$ cat config.mk
export PLATFORM = sky130hd
export DESIGN_NAME = dsp_mac_sequencer_flat
export DESIGN_NICKNAME = d
export VERILOG_FILES = /design/src/rtl/dsp_mac_sequencer_if.sv /design/src/rtl/dsp_mac_sequencer.sv /design/src/flat_wrapper.sv
export SDC_FILE = /design/constraint.sdc
export NUM_CORES = 1
export LEC_CHECK = 0
export ABC_AREA = 1
export CAP_MARGIN = 20
export CORE_UTILIZATION = 41
export CTS_BUF_LIST = sky130_fd_sc_hd__clkbuf_2
export CTS_CLUSTER_DIAMETER = 150
export DETAILED_ROUTE_END_ITERATION = 8
export PLACE_DENSITY_LB_ADDON = 0.08
export SYNTH_ARGS = -nofsm -noshare
export SYNTH_HDL_FRONTEND = slang
export SYNTH_SLANG_ARGS = --single-unit
$ cat constraint.sdc
create_clock -name clk -period 3.1 [get_ports clk]
set_input_delay 0.465 -clock clk [delete_from_list [all_inputs] [get_ports clk]]
set_output_delay 0.465 -clock clk [all_outputs]
set_load 0.01 [all_outputs]
$ cat src/rtl/dsp_mac_sequencer_if.sv
// dsp_mac_sequencer_if: operand stream, DSP slice and result stream signals of the MAC sequencer
interface dsp_mac_sequencer_if;
  logic s_valid;
  logic s_ready;
  logic signed [17:0] s_a;
  logic signed [17:0] s_b;
  logic s_last;
  logic signed [17:0] dsp_a;
  logic signed [17:0] dsp_b;
  logic [7:0] dsp_opmode;
  logic [47:0] dsp_p;
  logic dsp_carryout;
  logic m_valid;
  logic m_ready;
  logic [47:0] m_result;
  logic m_carry;
  modport master (
    input s_valid, s_a, s_b, s_last, dsp_p, dsp_carryout, m_ready,
    output s_ready, dsp_a, dsp_b, dsp_opmode, m_valid, m_result, m_carry
  );
  modport slave (
    output s_valid, s_a, s_b, s_last, dsp_p, dsp_carryout, m_ready,
    input s_ready, dsp_a, dsp_b, dsp_opmode, m_valid, m_result, m_carry
  );
endinterface

$ cat src/rtl/dsp_mac_sequencer.sv
// dsp_mac_sequencer: feeds operand pairs and opmodes to a pipelined DSP MAC and captures dot products
module dsp_mac_sequencer #(
  parameter int LAT = 4,
  parameter int OPM_DLY = 1
) (
  input logic clk,
  input logic rst,
  dsp_mac_sequencer_if.master bus
);
  localparam logic [1:0] IDLE = 2'd0, ACC = 2'd1, DRAIN = 2'd2, HOLD = 2'd3;
  localparam logic [1:0] T_BUB = 2'd0, T_FIRST = 2'd1, T_NEXT = 2'd2;
  localparam int CW = $clog2(LAT + 1);
  localparam int DW = OPM_DLY > 0 ? OPM_DLY : 1;
  logic [1:0] state;
  logic [CW-1:0] cnt;
  logic [1:0] line [DW];
  logic xfer;
  logic [1:0] tag;
  logic [1:0] tag_out;
  assign bus.s_ready = state == IDLE || state == ACC;
  assign bus.m_valid = state == HOLD;
  assign xfer = bus.s_valid && bus.s_ready;
  assign tag = !xfer ? T_BUB : state == IDLE ? T_FIRST : T_NEXT;
  assign tag_out = OPM_DLY == 0 ? tag : line[DW-1];
  // Operand registers and opmode, which trails the operands by OPM_DLY edges
  always_ff @(posedge clk or posedge rst)
    if (rst) begin
      bus.dsp_a <= '0;
      bus.dsp_b <= '0;
      bus.dsp_opmode <= 8'h00;
      for (int i = 0; i < DW; i++) line[i] <= T_BUB;
    end else begin
      bus.dsp_a <= xfer ? bus.s_a : '0;
      bus.dsp_b <= xfer ? bus.s_b : '0;
      bus.dsp_opmode <= tag_out == T_FIRST ? 8'h01 : tag_out == T_NEXT ? 8'h09 : 8'h08;
      for (int i = DW - 1; i > 0; i--) line[i] <= line[i-1];
      line[0] <= tag;
    end
  // Vector sequencing, drain countdown and result capture
  always_ff @(posedge clk or posedge rst)
    if (rst) begin
      state <= IDLE;
      cnt <= '0;
      bus.m_result <= '0;
      bus.m_carry <= 1'b0;
    end else begin
      if (xfer) state <= bus.s_last ? DRAIN : ACC;
      if (xfer && bus.s_last) cnt <= CW'(LAT);
      if (state == DRAIN) begin
        cnt <= cnt - CW'(1);
        if (cnt == CW'(1)) begin
          state <= HOLD;
          bus.m_result <= bus.dsp_p;
          bus.m_carry <= bus.dsp_carryout;
        end
      end
      if (bus.m_valid && bus.m_ready) state <= IDLE;
    end
endmodule

$ cat src/flat_wrapper.sv
// flat-port wrapper written by rule: the top's interface ports become plain ports
module dsp_mac_sequencer_flat 
#(
  parameter int LAT = 4,
  parameter int OPM_DLY = 1
)
  (clk, rst, bus_s_valid, bus_s_a, bus_s_b, bus_s_last, bus_dsp_p, bus_dsp_carryout, bus_m_ready, bus_s_ready, bus_dsp_a, bus_dsp_b, bus_dsp_opmode, bus_m_valid, bus_m_result, bus_m_carry);
  dsp_mac_sequencer_if bus_i ();
  input logic clk;
  input logic rst;
  input wire logic [$bits(bus_i.s_valid)-1:0] bus_s_valid;
  input wire logic [$bits(bus_i.s_a)-1:0] bus_s_a;
  input wire logic [$bits(bus_i.s_b)-1:0] bus_s_b;
  input wire logic [$bits(bus_i.s_last)-1:0] bus_s_last;
  input wire logic [$bits(bus_i.dsp_p)-1:0] bus_dsp_p;
  input wire logic [$bits(bus_i.dsp_carryout)-1:0] bus_dsp_carryout;
  input wire logic [$bits(bus_i.m_ready)-1:0] bus_m_ready;
  output wire logic [$bits(bus_i.s_ready)-1:0] bus_s_ready;
  output wire logic [$bits(bus_i.dsp_a)-1:0] bus_dsp_a;
  output wire logic [$bits(bus_i.dsp_b)-1:0] bus_dsp_b;
  output wire logic [$bits(bus_i.dsp_opmode)-1:0] bus_dsp_opmode;
  output wire logic [$bits(bus_i.m_valid)-1:0] bus_m_valid;
  output wire logic [$bits(bus_i.m_result)-1:0] bus_m_result;
  output wire logic [$bits(bus_i.m_carry)-1:0] bus_m_carry;
  assign bus_i.s_valid = bus_s_valid;
  assign bus_i.s_a = bus_s_a;
  assign bus_i.s_b = bus_s_b;
  assign bus_i.s_last = bus_s_last;
  assign bus_i.dsp_p = bus_dsp_p;
  assign bus_i.dsp_carryout = bus_dsp_carryout;
  assign bus_i.m_ready = bus_m_ready;
  assign bus_s_ready = bus_i.s_ready;
  assign bus_dsp_a = bus_i.dsp_a;
  assign bus_dsp_b = bus_i.dsp_b;
  assign bus_dsp_opmode = bus_i.dsp_opmode;
  assign bus_m_valid = bus_i.m_valid;
  assign bus_m_result = bus_i.m_result;
  assign bus_m_carry = bus_i.m_carry;
  dsp_mac_sequencer #(.LAT(LAT), .OPM_DLY(OPM_DLY)) u_core (.clk(clk), .rst(rst), .bus(bus_i));
endmodule
==> results of run 1 <==
==> power by group <==
group,switching [µW],internal (µW)
Combinational,847,997
Clock,365,343
Sequential,205,1650
Total,1420,2990
==> registers in the layout (all words and copies together), names as in the netlist <==
name	cells
u_core.bus.m_result	48
u_core.bus.dsp_a	18
u_core.bus.dsp_b	18
u_core.cnt	3
u_core.bus.dsp_opmode	2
u_core.line	2
u_core.state	2
u_core.bus.m_carry	1
==> logic make-up after synthesis <==
logic type,count (synthesis),synth area share
adders and majority gates,3,0.0107
other,1,0.00107
buffers and inverters,71,0.0893
and+or+nand+nor,205,0.224
DFF,94,0.669
AOI/OAI and AO/OA,4,0.00569
==> per-layer routing <==
metal / vias to the layer above / global-route usage / wire, µm
li1: 1435 / - / -
met1: 1288 / 0.217 / 3210
met2: 118 / 0.281 / 3610
met3: 13 / 0.0709 / 844
met4: 0 / 0.0846 / 173
met5: - / 0 / 0
==> cell type report <==
| type | count | area (µm²) |
|---|---|---|
| Multi-Input combinational cell | 218 | 868 |
| Fill cell | 679 | 2750 |
| Inverter | 51 | 194 |
| Clock buffer | 10 | 50.0 |
| Sequential cell | 94 | 2350 |
| Clock inverter | 5 | 98.8 |
| Timing Repair Buffer | 181 | 1820 |
| Tap cell | 105 | 131 |
==> through the flow <==
stage / hold WS [ns] / setup slack [ns] / total power, µW
finish: 0.288 / 0.953 / 4410
global placement: 0.453 / 1.32 / 3710
detailed placement: 0.457 / 1.27 / 3760
global route: 0.296 / 0.849 / 4730
CTS: 0.272 / 0.908 / 4480
floorplan: 0.478 / 0.186 / 2680
==> Yosys cell counts <==
cell type | instances | area (µm²)
nand2_2 | 1 | 6.26
nand2_1 | 154 | 578
ha_1 | 3 | 37.5
inv_1 | 49 | 184
buf_2 | 11 | 55.1
a21oi_1 | 1 | 5.00
nor2_1 | 43 | 161
inv_2 | 2 | 7.51
buf_4 | 7 | 52.6
nand3_1 | 5 | 25.0
dfrtp_1 | 94 | 2350
or2_2 | 1 | 6.26
o21ai_0 | 3 | 15.0
clkbuf_1 | 1 | 3.75
buf_6 | 1 | 11.3
nor2_4 | 1 | 11.3
conb_1 | 1 | 3.75
==> final timing paths <==
path,to,start,slack [ns],cells after the start
worst max-delay path,bus_s_ready,u_core.state[1],0.95,2
worst min-delay path,u_core.bus.dsp_a[7],rst,0.29,2
worst max register to register,u_core.bus.m_result[43],u_core.cnt[1],1.32,7
worst min register to register,u_core.bus.m_result[11],u_core.bus.m_result[11],0.50,2
max in group asynchronous,u_core.bus.dsp_a[17],rst,2.12,3
min in group clk,u_core.bus.dsp_a[7],bus_s_a[7],0.44,3
==> impl_metrics.toml, run 1 <==
[status]
status = "completed"

[yosys]
seq_area_frac_synth = 0.669
synth_cells = 378
synth_seq_cells = 94
synth_cell_type_count = 17
syn_area_mm2 = 0.00352
syn_area_per_cell_um2 = 9.30
yosys_warnings = 0

[final_layout]
fin_nets = 648
layoutNonFillerInstCount = 664
drive_gt1_frac = 0.0411
utilization = 0.667
final_common_cell = "clkdlybuf4s50_1"
n_antenna_cell = 0
area_growth_syn_to_layout_pct = 56.8
layout_common_cells = "clkdlybuf4s50_1 (178), nand2_1 (154), dfrtp_1 (94)"
final_area_mm2 = 0.00551

[floorplanning]
io_pins = 185
num_rows = 33
die_y_um = 94.6
start_util = 0.426
die_x_um = 94.6
die_area_mm2 = 0.00895
coreArea_mm2 = 0.00826

[setup_path]
slowest_stage = "clkdlybuf4s50_1"
path_delay_family = "buffers and inverters"
critical_path_required_ns = 2.63
max_stage_delay_ns = 0.56
worstPathArrival_ns = 1.68
start_kind = "flip-flop"
critical_path_class = "flip-flop to output pin"
path_cells = "inv_1 > clkdlybuf4s50_1"
cp_max_fo = 5
path_buf_inv = 2
cp-end-kind = "output pin"

[power_and_ir_drop]
powerDensity_mw_per_mm2 = 800
power.leakage_uw = 0.00282
vdd_ir_drop_max_v = 0.000372

[drt]
vias = 2854
drt-wirelength-per-cell_um = 11.8
drt_iter0_drc = 110
dr.pass1.iters = 4
ant_nets = 0
finalWirelength_mm = 7.84
drc = 0
via_per_inst = 4.30

[clock_network]
cts_resized = 0
cts_hold_buf = 0
cts-buffers-inserted = 9
clock_latency_ns = 0.50
cts_setup_buffers = 0
cts_root_buffer = "clkbuf_2"
htree_num_levels = 3
cts.clk_slew.worst_paths_ns = 0.24
clockBufferDepth = 2
cts_sinks = 94
cts_tree = "yes"

[timing]
fin_crit_ns = 2.15
rsz0062_at_grt = "no"
fin_crit_sh = 0.693
fmax_mhz = 466
maxSlewHeadroom = 0.460
skew_ns = 0.0308
setup_violations = 0
hold_violations = 0
final_max_slew_viol_count = 0
finalSetupTns_ns = 0
max_slew.worst_pin.slew_ns = 0.810

[global_routing]
grt_pass1_wl_mm = 12.2
track_usage = 0.179
grt_antenna_before_repair = 0
grt_max_degree = 57
grt_pass1_vias = 2690
overflow = 0

[placed_design]
dpl_cell_area_mm2 = 0.00536
hpwl_mm = 5.76
gp_congestion = 0.721
dp.cells = 649
port_buffers = 178

[flow_run]
cap_violations = 0

[hold_path]
hold_path.class = "primary input to asynchronous set/reset pin"
No activity file was read; power rests on OpenSTA's default activity.
==> inputs of run 2 (changes only) <==
CORE_UTILIZATION = 37   (was 41)
clock period = 1.86 ns   (was 3.1 ns; I/O delays follow)
==> impl_metrics.toml, run 2 (synthesis gave the netlist of run 1 again) <==
[clock_network]
clock_latency_ns = 0.51
cts-buffers-inserted = 9
cts_tree = "yes"
cts_sinks = 94
clockBufferDepth = 2
cts.clk_slew.worst_paths_ns = 0.24
cts_root_buffer = "clkbuf_2"
htree_num_levels = 3
cts_hold_buf = 0

[final_layout]
fin_nets = 656
largest_reg_flops = 48
reg.largest.list = "u_core.bus.m_result (48), u_core.bus.dsp_a (18), u_core.bus.dsp_b (18)"
n_antenna_cell = 0
layoutNonFillerInstCount = 695
drive_gt1_frac = 0.0565
fillerInstances = 829
layout_common_cells = "clkdlybuf4s50_1 (164), nand2_1 (154), dfrtp_1 (94)"
final_common_cell = "clkdlybuf4s50_1"
area_growth_syn_to_layout_pct = 60.4
regMostFlops = "u_core.bus.m_result"

[timing]
holdWs_ns = 0.220
max_slew.worst_pin.slew_ns = 0.511
fmax_mhz = 573
final_max_slew_viol_count = 0
fin_crit_sh = 0.938
skew_ns = 0.0260
setup_violations = 0
fin_crit_ns = 1.74
hold_violations = 0
maxSlewHeadroom = 0.659

[global_routing]
grt_pass1_vias = 2784
track_usage = 0.173
overflow = 0
grt_max_degree = 95
grt_antenna_before_repair = 0
grt_pass1_wl_mm = 13.1

[setup_path]
start_kind = "flip-flop"
cp-end-kind = "output pin"
r2r-end = "u_core.bus.m_result[24]"
r2r_slack_ns = 0.26
path_cells = "clkdlybuf4s50_1"
path_buf_inv = 1
r2r_start = "u_core.state[0]"
path_delay_family = "buffers and inverters"
slowest_stage = "clkdlybuf4s50_1"
max_stage_delay_ns = 0.54
r2r_cells = 7
critical_path_required_ns = 1.58
worstPathArrival_ns = 1.47
critical_path_class = "flip-flop to output pin"
cp_max_fo = 2

[power_and_ir_drop]
p_total_uw = 7460
vdd_ir_drop_max_v = 0.000600
p_seq_frac = 0.415
p_int_uw = 5040
power.leakage_uw = 0.00298
powerDensity_mw_per_mm2 = 1320
p_switching_uw = 2420
p_clk_frac = 0.163
switching_share = 0.324
p_comb_frac = 0.423

[drt]
ant_nets = 0
finalWirelength_mm = 8.39
vias = 2877
drt_iter0_drc = 79
drt-wirelength-per-cell_um = 12.1
dr.pass1.iters = 4
drc = 0
via_per_inst = 4.14

[floorplanning]
num_rows = 35
io_pins = 185
coreArea_mm2 = 0.00924
die_y_um = 99.5
start_util = 0.381
die_x_um = 99.5
die_area_mm2 = 0.00990

[flow_run]
cap_violations = 0

[placed_design]
dp.cells = 675
port_buffers = 178
hpwl_mm = 5.88
gp_congestion = 0.674

[status]
status = "completed"

[hold_path]
hold_path.class = "primary input to asynchronous set/reset pin"
[run 2: changes by cell type in the layout (fill, tap and decap cells not counted), moves of 2 or more]
cell,previous run,this run
clkdlybuf4s50_1,178,164
clkinvlp_4,0,2
dlymetal6s2s_1,0,12
buf_4,2,9
[run 2: cell type report]
cell class	count	area, µm²	share of cell area
Timing Repair Buffer	189	1910	0.339
Tap cell	129	161	0.0286
Clock buffer	10	50.0	0.00888
Inverter	51	195	0.0346
Sequential cell	94	2350	0.417
Multi-Input combinational cell	218	868	0.154
Clock inverter	4	97.6	0.0173
[run 2: repair_timing]
action | CTS | global route
setup buffers | 3 | 3
setup endpoints to repair | 2 | 14
cloned | 0 | 0
resized for setup | 3 | 13
[run 2: worst max-delay path by stage]
stage | to | depth (start not counted) | slack (ns) | from
3_3_place_gp | u_core.state[0] | 7 | 0.40 | u_core.cnt[1]
5_1_grt | bus_m_result[20] | 1 | -0.001 | u_core.bus.m_result[20]
2_1_floorplan | u_core.bus.dsp_a[0] | 1 | 0.48 | rst
4_1_cts | bus_s_ready | 3 | 0.02 | u_core.state[1]
6_report | bus_m_result[7] | 1 | 0.12 | u_core.bus.m_result[7]
3_5_place_dp | u_core.state[0] | 7 | 0.36 | u_core.cnt[1]
[run 2: per-layer routing]
metal	global-route usage	wire (µm)	vias up
met5	0	0	-
met2	0.265	3840	114
met1	0.210	3480	1309
li1	-	-	1444
met4	0.0690	119	0
met3	0.0829	945	10
[run 2: power by group through the flow]
stage          clock (µW)  combinational, µW  sequential (µW)
5_1_grt              1340               3480             3170
6_report             1210               3150             3090
2_1_floorplan           0                989             3470
3_5_place_dp            0               3150             3160
3_3_place_gp            0               3080             3140
4_1_cts              1260               3200             3110
[run 2: metrics by stage]
| step | utilization | instance area (µm²) | setup WS [ns] | TNS, ns |
|---|---|---|---|---|
| floorplan | - | 3540 | 0.475 | 0 |
| global placement | 0.587 | 5420 | 0.397 | 0 |
| detailed placement | 0.587 | 5420 | 0.357 | 0 |
| CTS | 0.605 | 5590 | 0.0195 | 0 |
| global route | 0.610 | 5640 | -0.00101 | -0.00101 |
| finish | 0.610 | 5640 | 0.115 | 0 |
==> inputs of run 3 (changes only) <==
ABC_CLOCK_PERIOD_IN_PS = 1860   (was not set)
==> results of run 3 <==
No change in the layout: final DEF, timing and power equal those of run 2.
